--- src/rtl/div_pkg.sv ---
// Shared types and constants for the radix-2 divider.
// State encoding, iteration count, divide-by-zero fill.
package div_pkg;

  typedef enum logic [1:0] {
    IDLE = 2'd0,
    RUN  = 2'd1,
    DONE = 2'd2
  } div_state_e;

  localparam int DIV_ITERS = 32;

  // Every quotient bit takes this value on a zero divisor.
  localparam logic DZ_QUOT_BIT = 1'b1;

endpackage

--- src/rtl/div_if.sv ---
// Request/result bundle between the execute stage and the divider.
// The master issues the operands; the slave returns stall and results.
interface div_if #(
  parameter int WIDTH = 32
);

  logic             start;
  logic             signed_div;
  logic [WIDTH-1:0] a;
  logic [WIDTH-1:0] b;
  logic             cancel;
  logic             stall;
  logic             busy;
  logic             done;
  logic [WIDTH-1:0] quotient;
  logic [WIDTH-1:0] remainder;
  logic             div_zero;

  modport master (
    output start, signed_div, a, b, cancel,
    input  stall, busy, done,
    input  quotient, remainder, div_zero
  );

  modport slave (
    input  start, signed_div, a, b, cancel,
    output stall, busy, done,
    output quotient, remainder, div_zero
  );

endinterface

--- src/rtl/div_step.sv ---
// One restoring-division iteration: shift in a dividend bit,
// trial-subtract the divisor, keep or restore.
module div_step #(
  parameter int WIDTH = 32
) (
  input  logic [WIDTH-1:0] rem_i,
  input  logic             msb_i,
  input  logic [WIDTH-1:0] dvs_i,
  output logic [WIDTH-1:0] rem_o,
  output logic             q_o
);

  logic [WIDTH:0] sh;
  logic [WIDTH:0] diff;

  assign sh    = {rem_i, msb_i};
  assign diff  = sh - {1'b0, dvs_i};
  assign q_o   = ~diff[WIDTH];
  assign rem_o = q_o ? diff[WIDTH-1:0] : sh[WIDTH-1:0];

endmodule

--- src/rtl/div_unit.sv ---
// Multi-cycle DIV/DIVU unit; one quotient bit per cycle.
// Quotient builds up in the dividend register as it shifts out.
module div_unit
  import div_pkg::*;
#(
  parameter int WIDTH = DIV_ITERS
) (
  input logic clk,
  input logic rst,
  div_if.slave io
);

  localparam int CW = $clog2(WIDTH + 1);

  div_state_e state_q, state_d;

  logic [CW-1:0]    cnt_q, cnt_d;
  logic [WIDTH-1:0] rem_q, rem_d;
  logic [WIDTH-1:0] dvd_q, dvd_d;
  logic [WIDTH-1:0] dvs_q, dvs_d;
  logic [WIDTH-1:0] quo_q, quo_d;
  logic [WIDTH-1:0] rmd_q, rmd_d;
  logic             qneg_q, qneg_d;
  logic             rneg_q, rneg_d;
  logic             dz_q, dz_d;

  logic [WIDTH-1:0] step_rem;
  logic             step_q;
  logic [WIDTH-1:0] qmag;
  logic [WIDTH-1:0] a_mag;
  logic [WIDTH-1:0] b_mag;
  logic             a_neg;
  logic             b_neg;
  logic             b_zero;
  logic             last;

  assign a_neg  = io.signed_div & io.a[WIDTH-1];
  assign b_neg  = io.signed_div & io.b[WIDTH-1];
  assign a_mag  = a_neg ? -io.a : io.a;
  assign b_mag  = b_neg ? -io.b : io.b;
  assign b_zero = (io.b == '0);
  assign last   = (cnt_q == CW'(WIDTH - 1));
  assign qmag   = {dvd_q[WIDTH-2:0], step_q};

  div_step #(
    .WIDTH(WIDTH)
  ) u_step (
    .rem_i(rem_q),
    .msb_i(dvd_q[WIDTH-1]),
    .dvs_i(dvs_q),
    .rem_o(step_rem),
    .q_o  (step_q)
  );

  // State register.
  always_ff @(posedge clk) begin
    if (rst) state_q <= IDLE;
    else     state_q <= state_d;
  end

  // Next state; cancel wins over start and over completion.
  always_comb begin
    state_d = state_q;
    unique case (state_q)
      IDLE: begin
        if (io.cancel)     state_d = IDLE;
        else if (io.start) state_d = b_zero ? DONE : RUN;
      end
      RUN: begin
        if (io.cancel)     state_d = IDLE;
        else if (last)     state_d = DONE;
      end
      DONE:    state_d = IDLE;
      default: state_d = IDLE;
    endcase
  end

  // Status outputs decoded from the state register.
  always_comb begin
    io.stall = (io.start && state_q == IDLE)
             || state_q == RUN;
    io.busy  = (state_q == RUN);
    io.done  = (state_q == DONE);
  end

  assign io.quotient  = quo_q;
  assign io.remainder = rmd_q;
  assign io.div_zero  = dz_q;

  // Datapath next state: latch operands, iterate, sign-fix.
  always_comb begin
    cnt_d  = cnt_q;
    rem_d  = rem_q;
    dvd_d  = dvd_q;
    dvs_d  = dvs_q;
    quo_d  = quo_q;
    rmd_d  = rmd_q;
    qneg_d = qneg_q;
    rneg_d = rneg_q;
    dz_d   = dz_q;
    unique case (state_q)
      IDLE: begin
        if (io.start && !io.cancel) begin
          if (b_zero) begin
            quo_d = {WIDTH{DZ_QUOT_BIT}};
            rmd_d = io.a;
            dz_d  = 1'b1;
          end else begin
            rem_d  = '0;
            dvd_d  = a_mag;
            dvs_d  = b_mag;
            qneg_d = a_neg ^ b_neg;
            rneg_d = a_neg;
            cnt_d  = '0;
          end
        end
      end
      RUN: begin
        if (!io.cancel) begin
          rem_d = step_rem;
          dvd_d = qmag;
          cnt_d = cnt_q + CW'(1);
          if (last) begin
            quo_d = qneg_q ? -qmag : qmag;
            rmd_d = rneg_q ? -step_rem : step_rem;
            dz_d  = 1'b0;
          end
        end
      end
      default: ;
    endcase
  end

  // Datapath registers.
  always_ff @(posedge clk) begin
    if (rst) begin
      cnt_q  <= '0;
      rem_q  <= '0;
      dvd_q  <= '0;
      dvs_q  <= '0;
      quo_q  <= '0;
      rmd_q  <= '0;
      qneg_q <= 1'b0;
      rneg_q <= 1'b0;
      dz_q   <= 1'b0;
    end else begin
      cnt_q  <= cnt_d;
      rem_q  <= rem_d;
      dvd_q  <= dvd_d;
      dvs_q  <= dvs_d;
      quo_q  <= quo_d;
      rmd_q  <= rmd_d;
      qneg_q <= qneg_d;
      rneg_q <= rneg_d;
      dz_q   <= dz_d;
    end
  end

endmodule
--- src/flat_wrapper.sv ---
// flat-port wrapper written by rule: the top's interface ports become plain ports
module div_unit_flat import div_pkg::*;
#(
  parameter int WIDTH = DIV_ITERS
)
  (clk, rst, io_start, io_signed_div, io_a, io_b, io_cancel, io_stall, io_busy, io_done, io_quotient, io_remainder, io_div_zero);
  div_if #(.WIDTH(WIDTH)) io_i ();
  input logic clk;
  input logic rst;
  input wire logic [$bits(io_i.start)-1:0] io_start;
  input wire logic [$bits(io_i.signed_div)-1:0] io_signed_div;
  input wire logic [$bits(io_i.a)-1:0] io_a;
  input wire logic [$bits(io_i.b)-1:0] io_b;
  input wire logic [$bits(io_i.cancel)-1:0] io_cancel;
  output wire logic [$bits(io_i.stall)-1:0] io_stall;
  output wire logic [$bits(io_i.busy)-1:0] io_busy;
  output wire logic [$bits(io_i.done)-1:0] io_done;
  output wire logic [$bits(io_i.quotient)-1:0] io_quotient;
  output wire logic [$bits(io_i.remainder)-1:0] io_remainder;
  output wire logic [$bits(io_i.div_zero)-1:0] io_div_zero;
  assign io_i.start = io_start;
  assign io_i.signed_div = io_signed_div;
  assign io_i.a = io_a;
  assign io_i.b = io_b;
  assign io_i.cancel = io_cancel;
  assign io_stall = io_i.stall;
  assign io_busy = io_i.busy;
  assign io_done = io_i.done;
  assign io_quotient = io_i.quotient;
  assign io_remainder = io_i.remainder;
  assign io_div_zero = io_i.div_zero;
  div_unit #(.WIDTH(WIDTH)) u_core (.clk(clk), .rst(rst), .io(io_i));
endmodule
--- config.mk ---
export PLATFORM = sky130hd
export DESIGN_NAME = div_unit_flat
export DESIGN_NICKNAME = d
export VERILOG_FILES = /design/src/rtl/div_pkg.sv /design/src/rtl/div_if.sv /design/src/rtl/div_step.sv /design/src/rtl/div_unit.sv /design/src/flat_wrapper.sv
export SDC_FILE = /design/constraint.sdc
export NUM_CORES = 1
export LEC_CHECK = 0
export ABC_CLOCK_PERIOD_IN_PS = 4900
export BUFFER_PORTS_ARGS = -buffer_cell sky130_fd_sc_hd__buf_2
export CORE_MARGIN = 5
export CORE_UTILIZATION = 30
export DETAILED_ROUTE_END_ITERATION = 8
export SYNTH_ARGS = -nofsm -noshare
export SYNTH_HDL_FRONTEND = slang
export SYNTH_SLANG_ARGS = --single-unit
--- constraint.sdc ---
create_clock -name clk -period 4.9 [get_ports clk]
set_input_delay 0 -clock clk [delete_from_list [all_inputs] [get_ports clk]]
set_output_delay 0 -clock clk [all_outputs]
set_load 0.01 [all_outputs]
* Word level (Yosys, flattened, before mapping)
Index checks and enable logic that the tools add are counted.
Storage, ports and cells: flip-flop bits (word level) 171, input bits 69, output and inout port bits 68, logic and storage cells 80
Operators by class: add/sub/neg operators 6, equal/unequal tests 10, muxes and demuxes 38, bitwise logic cells 5, reduce and logical (&&, ||, !) cells 11
Operator list (number):
- two-way mux 32 bit | 19
- case mux 32 bit (2 select lines) | 4
- negation 32 bit | 4
- subtractor 33 x 32 -> 33 bit | 1
- zero test 32 bit | 1
- two-way mux 6 bit | 3
- case mux 6 bit (2 select lines) | 1
- two-way mux 2 bit | 5
- adder 6 x 1 -> 6 bit, second input constant | 1
- == test 6 x 5 -> 1 bit, second input constant | 1
- != test 2 bit, second input constant | 3
- AND reduction 5 bit | 1
- two-way mux 1 bit | 4
- != test 2 x 1 -> 1 bit, second input constant | 2
- case mux 2 bit (2 select lines) | 1
- AND reduction 4 bit | 1
- != test 3 x 2 -> 1 bit, second input constant | 1
- != test 3 bit, second input constant | 1
- AND reduction 3 bit | 1
- bitwise AND 1 bit | 2
- == test 2 x 1 -> 1 bit, second input constant | 1
- == test 2 bit, second input constant | 1
- logical AND 1 bit | 2
- zero test 2 bit | 1
- other kinds (7) | 8

* Longest topological paths before layout
depth in word-level cells 7, gate-level depth with buffers 22, mapped depth without buffers 19

* Cells and area by module
Synthesis repeated with hierarchy kept, for this count alone.
Second synthesis, totals: cells, all modules 1510, area, all modules 11848.9 µm²
Modules (own cells, without submodules):
- div_unit | times used 1, cells an instance 1199, area an instance 9593.0 µm², sequential area each 3423.3 µm²
- div_step | times used 1, cells an instance 311, area an instance 2255.9 µm², sequential area each 0.0 µm²

* Least setup slack after synthesis
OpenSTA, ideal clock, no wires.
path type reg-to-reg, start register u_core.dvd_q[31], end register u_core.rmd_q[26], in the netlist u_core.io.remainder[26], library setup time 114 ps, data arrival time 4569 ps, data required time 4786 ps, setup slack 217 ps, stages on the path, launching flop included 23, buffers on the path 3, period minus slack after synthesis 4683 ps, path through dfxtp_1 inv_1 ha_1 inv_1 fa_1 a211oi_1 o211ai_1 nand2_2 a21oi_4 nor3_2 nor2_8 inv_4 buf_2 buf_2 buf_1 nor2_1 a21oi_1 ha_1 o21ai_0 or3_1 o41ai_1 xor2_1 a2111oi_0
Between the ends: cells in the longest elaborated chain, start to end 7
Ends and longest elaborated chain:
- start, declared | line div_unit.sv:19 | logic [WIDTH-1:0] dvd_q, dvd_d;
- start signal, assigned | line div_unit.sv:149 | dvd_q <= dvd_d;
- subtractor 33 x 32 -> 33 bit | line div_step.sv:17 | assign diff = sh - {1'b0, dvs_i};
- two-way mux 32 bit * | line div_step.sv:19 | assign rem_o = q_o ? diff[WIDTH-1:0] : sh[WIDTH-1:0];
- negation 32 bit | line div_unit.sv:125 | rmd_d = rneg_q ? -step_rem : step_rem;
- two-way mux 32 bit * | line div_unit.sv:125
- two-way mux 32 bit * | line div_unit.sv:123 | if (last) begin
- two-way mux 32 bit * | line div_unit.sv:119 | if (!io.cancel) begin
- case mux 32 bit (2 select lines) * | line div_unit.sv:101 | unique case (state_q)
- end signal, assigned | line div_unit.sv:152 | rmd_q <= rmd_d;
- end, declared | line div_unit.sv:22 | logic [WIDTH-1:0] rmd_q, rmd_d;
Every way passes the cells marked *; elsewhere a longest branch is shown, timed or not. The select of a mux whose other input is x is not followed. A chain may end at the register's enable or synchronous reset.

* Worst setup path in the final report
Same ends and word-level chain as after synthesis.

==> results.toml <==
[worst_setup_path]
startpoint = "u_core.dvd_q[31]$_SDFFE_PP0P_"
crit_arrival_ns = 4.83
required_ns = 5.22
worstPathCellList = "inv_1 -> ha_1 -> inv_1 -> fa_1 -> a211oi_2 -> o211ai_1 -> nand2_2 -> a21oi_4 -> o21a_2 -> nor2_8 -> mux2i_1 -> ha_1 -> o21ai_0 -> or3_1 -> o41ai_1 -> xor2_1 -> a2111oi_0"
critPathKind = "reg2reg"
slowest_delay_ns = 0.45
crit_path_max_fanout = 5
critPathTopFamily = "compound AO/OA/AOI/OAI gates"
cp-start-kind = "register"
r2r-start = "u_core.dvd_q[31]$_SDFFE_PP0P_"
cp-end-kind = "register"
critical_path_buf_inv_count = 2
ff2ff_setup_slack_ns = 0.39
slowest_stage = "fa_1"

[timing]
setup_violations = 0
slew-limit-headroom = 0.2676
fmax_ghz = 0.2217
drv_slew = 0
period_share = 0.9204
final.setup.tns_ns = 0
finClkSkew_ns = 0.01227
worstMarginPinSlew_ns = 1.097
period_needed_ns = 4.510
timing_hold_violations_final = 0
rsz0062_at_grt = "no"
setup_ws_ns = 0.3903

[floorplanning]
fp.dieW_um = 211.7
die-area_mm2 = 0.04483
core-area_mm2 = 0.04055
rows = 74
io_pins = 137
start_util = 0.3011
die_h_um = 211.7

[run_status]
outcome = "complete, no violations"

[job]
max-cap-violations = 0

[power_and_ir_drop]
p_per_area_mw_per_mm2 = 266.3
seq_power_share = 0.385
ir_drop_v = 0.0002080
netSwitchingFraction = 0.3269
p_comb_frac = 0.234
leakagePower_nw = 5.821
switching_power_mw = 1.265
internal_power_mw = 2.604
clockPowerShare = 0.381

[clocking]
postCtsSetupBuffers = 0
cts_root_buf = "clkbuf_16"
cts_max_level = 4
cts_tree = "yes"
cts_buffers = 17
path_clk_slew_ns = 0.07
insertion_delay_ns = 0.44
clkSinkCount = 171
clockBufferDepth = 2

[grt]
track_usage = 0.1954
grt_pass1_wl_mm = 70.19
grt_start_max_net_pins = 82
overflow = 0
grt_pass1_vias = 12210
grt_antenna_before_repair = 0

[placed_design]
gp_congestion = 0.9290
port_buffers = 136
pre_cts_ws_ns = 0.3831
dp_hpwl_mm = 34.25

[synth]
synth_top_flop_cell = "dfxtp_1"
synth_cell_types = 82
syn_area_mm2 = 0.01221
synth_nets = 1771
ys_warn_count = 0
async_reset_ff_frac = 0
ys_seq_area_frac = 0.2804
synthCells = 1664
synth-seq-cells = 171
synth_edf_count = 0
syn_avg_cell_area_um2 = 7.337

[routing]
vias = 12990
drt-vias-per-instance = 5.560
drc = 0
antenna_left = 0
drt_wl_total_mm = 45.57
first_pass_iters = 5
wl_per_cell_um = 19.50
drtIter0Drc = 1185

[worst_hold_path]
worst_hold_path_type = "in2reg"
hp-start = "io_b[21]"

[final_layout]
drive_gt1_frac = 0.1380
syn2layout_area_growth_pct = 19.01
fin_nets = 1898
==> worst min-delay path: cells and delay by family <==
kind / cells / cell delay (ns)
buffers and inverters: 1 / 0.11
and+or+nand+nor: 1 / 0.16
AOI/OAI and AO/OA: 1 / 0.07
xor gates and xnor gates: 1 / 0.08
==> cell usage in the layout (no fill, tap or decap), types with 7 or more instances in the layout <==
cell and instances:
xor2_1 76, dfxtp_1 171, clkbuf_16 17, a22oi_1 24, nor4_1 24, a21o_1 11
o41ai_1 18, or3_1 20, o211ai_1 15, o31ai_1 14, nand2b_1 12, a311oi_1 24
o21a_1 12, nand3_1 26, xnor2_1 53, nor3_1 37, nor2_1 259, ha_1 37
a21oi_1 137, buf_4 29, buf_2 135, mux2i_1 12, inv_1 57, a31oi_1 26
nand2_1 165, o21ai_0 100, or2_2 7, nand4_1 15, dlygate4sd3_1 51, and2_1 9
a211oi_1 59
==> worst paths after layout <==
check	endpoint	depth (start not counted)
min	u_core.dvs_q[21]$_SDFFE_PP0P_	4
max reg2reg	u_core.io.remainder[26]$_SDFFE_PP0P_	17
max	u_core.io.remainder[26]$_SDFFE_PP0P_	17
min reg2reg	u_core.dvs_q[22]$_SDFFE_PP0P_	2
==> area by class of cell <==
| cell class | instances | area (um2) |
|---|---|---|
| Antenna cell | 1 | 2.502 |
| Clock buffer | 19 | 442.9 |
| Clock inverter | 13 | 182.7 |
| Fill cell | 4253 | 26020 |
| Inverter | 59 | 224.0 |
| Multi-Input combinational cell | 1325 | 8145 |
| Sequential cell | 171 | 3423 |
| Tap cell | 532 | 665.6 |
| Timing Repair Buffer | 217 | 1444 |
==> flip-flops by register name (all words and copies together) (netlist names) <==
register,cells
u_core.dvs_q,32
u_core.dvd_q,32
u_core.qneg_q,1
u_core.rneg_q,1
u_core.state_q,2
u_core.cnt_q,6
u_core.rem_q,32
u_core.io.div_zero,1
u_core.io.quotient,32
u_core.io.remainder,32
==> cell families after synthesis <==
family                     Yosys count  synth area share
buffers and inverters              168           0.05534
and+or+nand+nor                    622            0.2341
DFF                                171            0.2804
xor gates and xnor gates           129           0.09254
muxes                               18           0.01537
adders and majority gates           38           0.03956
AOI/OAI and AO/OA                  518            0.2827
==> power groups by stage <==
stage               registers, mW  logic, mW  clock network [mW]
floorplan                    1.51      0.579                   0
global placement             1.52      0.850                   0
detailed placement           1.52      0.855                   0
CTS                          1.49      0.892                1.49
global route                 1.49      0.989                1.55
finish                       1.49      0.905                1.48
==> cells in the mapped netlist, types with 20 or more instances <==
cell type	number	area [um2]
a21oi_1	137	685.7
dfxtp_1	171	3423
nand2_1	165	619.3
nor3_1	37	185.2
a31oi_1	26	162.7
nand3_1	26	130.1
xor2_1	76	665.6
clkbuf_1	78	292.8
xnor2_1	53	464.2
o21ai_0	101	505.5
inv_1	57	214.0
ha_1	37	462.9
a211oi_1	60	450.4
nor4_1	24	150.1
a311oi_1	24	210.2
nor2_1	261	979.7
a22oi_1	24	180.2
or3_1	20	125.1
==> through the flow <==
step,hold slack [ns],cells,utilization,instance area (um2),power [mW]
after floorplan,0.07931,1664,-,12210,2.088
after global placement,0.2883,2253,0.3301,13390,2.368
after detailed placement,0.2972,2253,0.3301,13390,2.375
after CTS,0.02213,2336,0.3581,14520,3.868
after global routing,0.05536,2336,0.3582,14530,4.032
final,0.03083,2337,0.3583,14530,3.869
==> layer usage <==
layer  vias up  global-route usage  wire (um)
met3        49             0.02890       2848
met1      6196              0.2791      21270
met5         -                   0          0
met2       485              0.3108      20640
met4         0             0.04798        820
li1       6263                   -          -
==> repair_timing <==
action                                  4_1_cts  5_1_grt
hold buffers                                 51        0
gates resized for setup                       0        1
endpoints found under the setup margin        0        2
hold endpoints to repair                     53        0
Power figures use the tool's default switching activity.
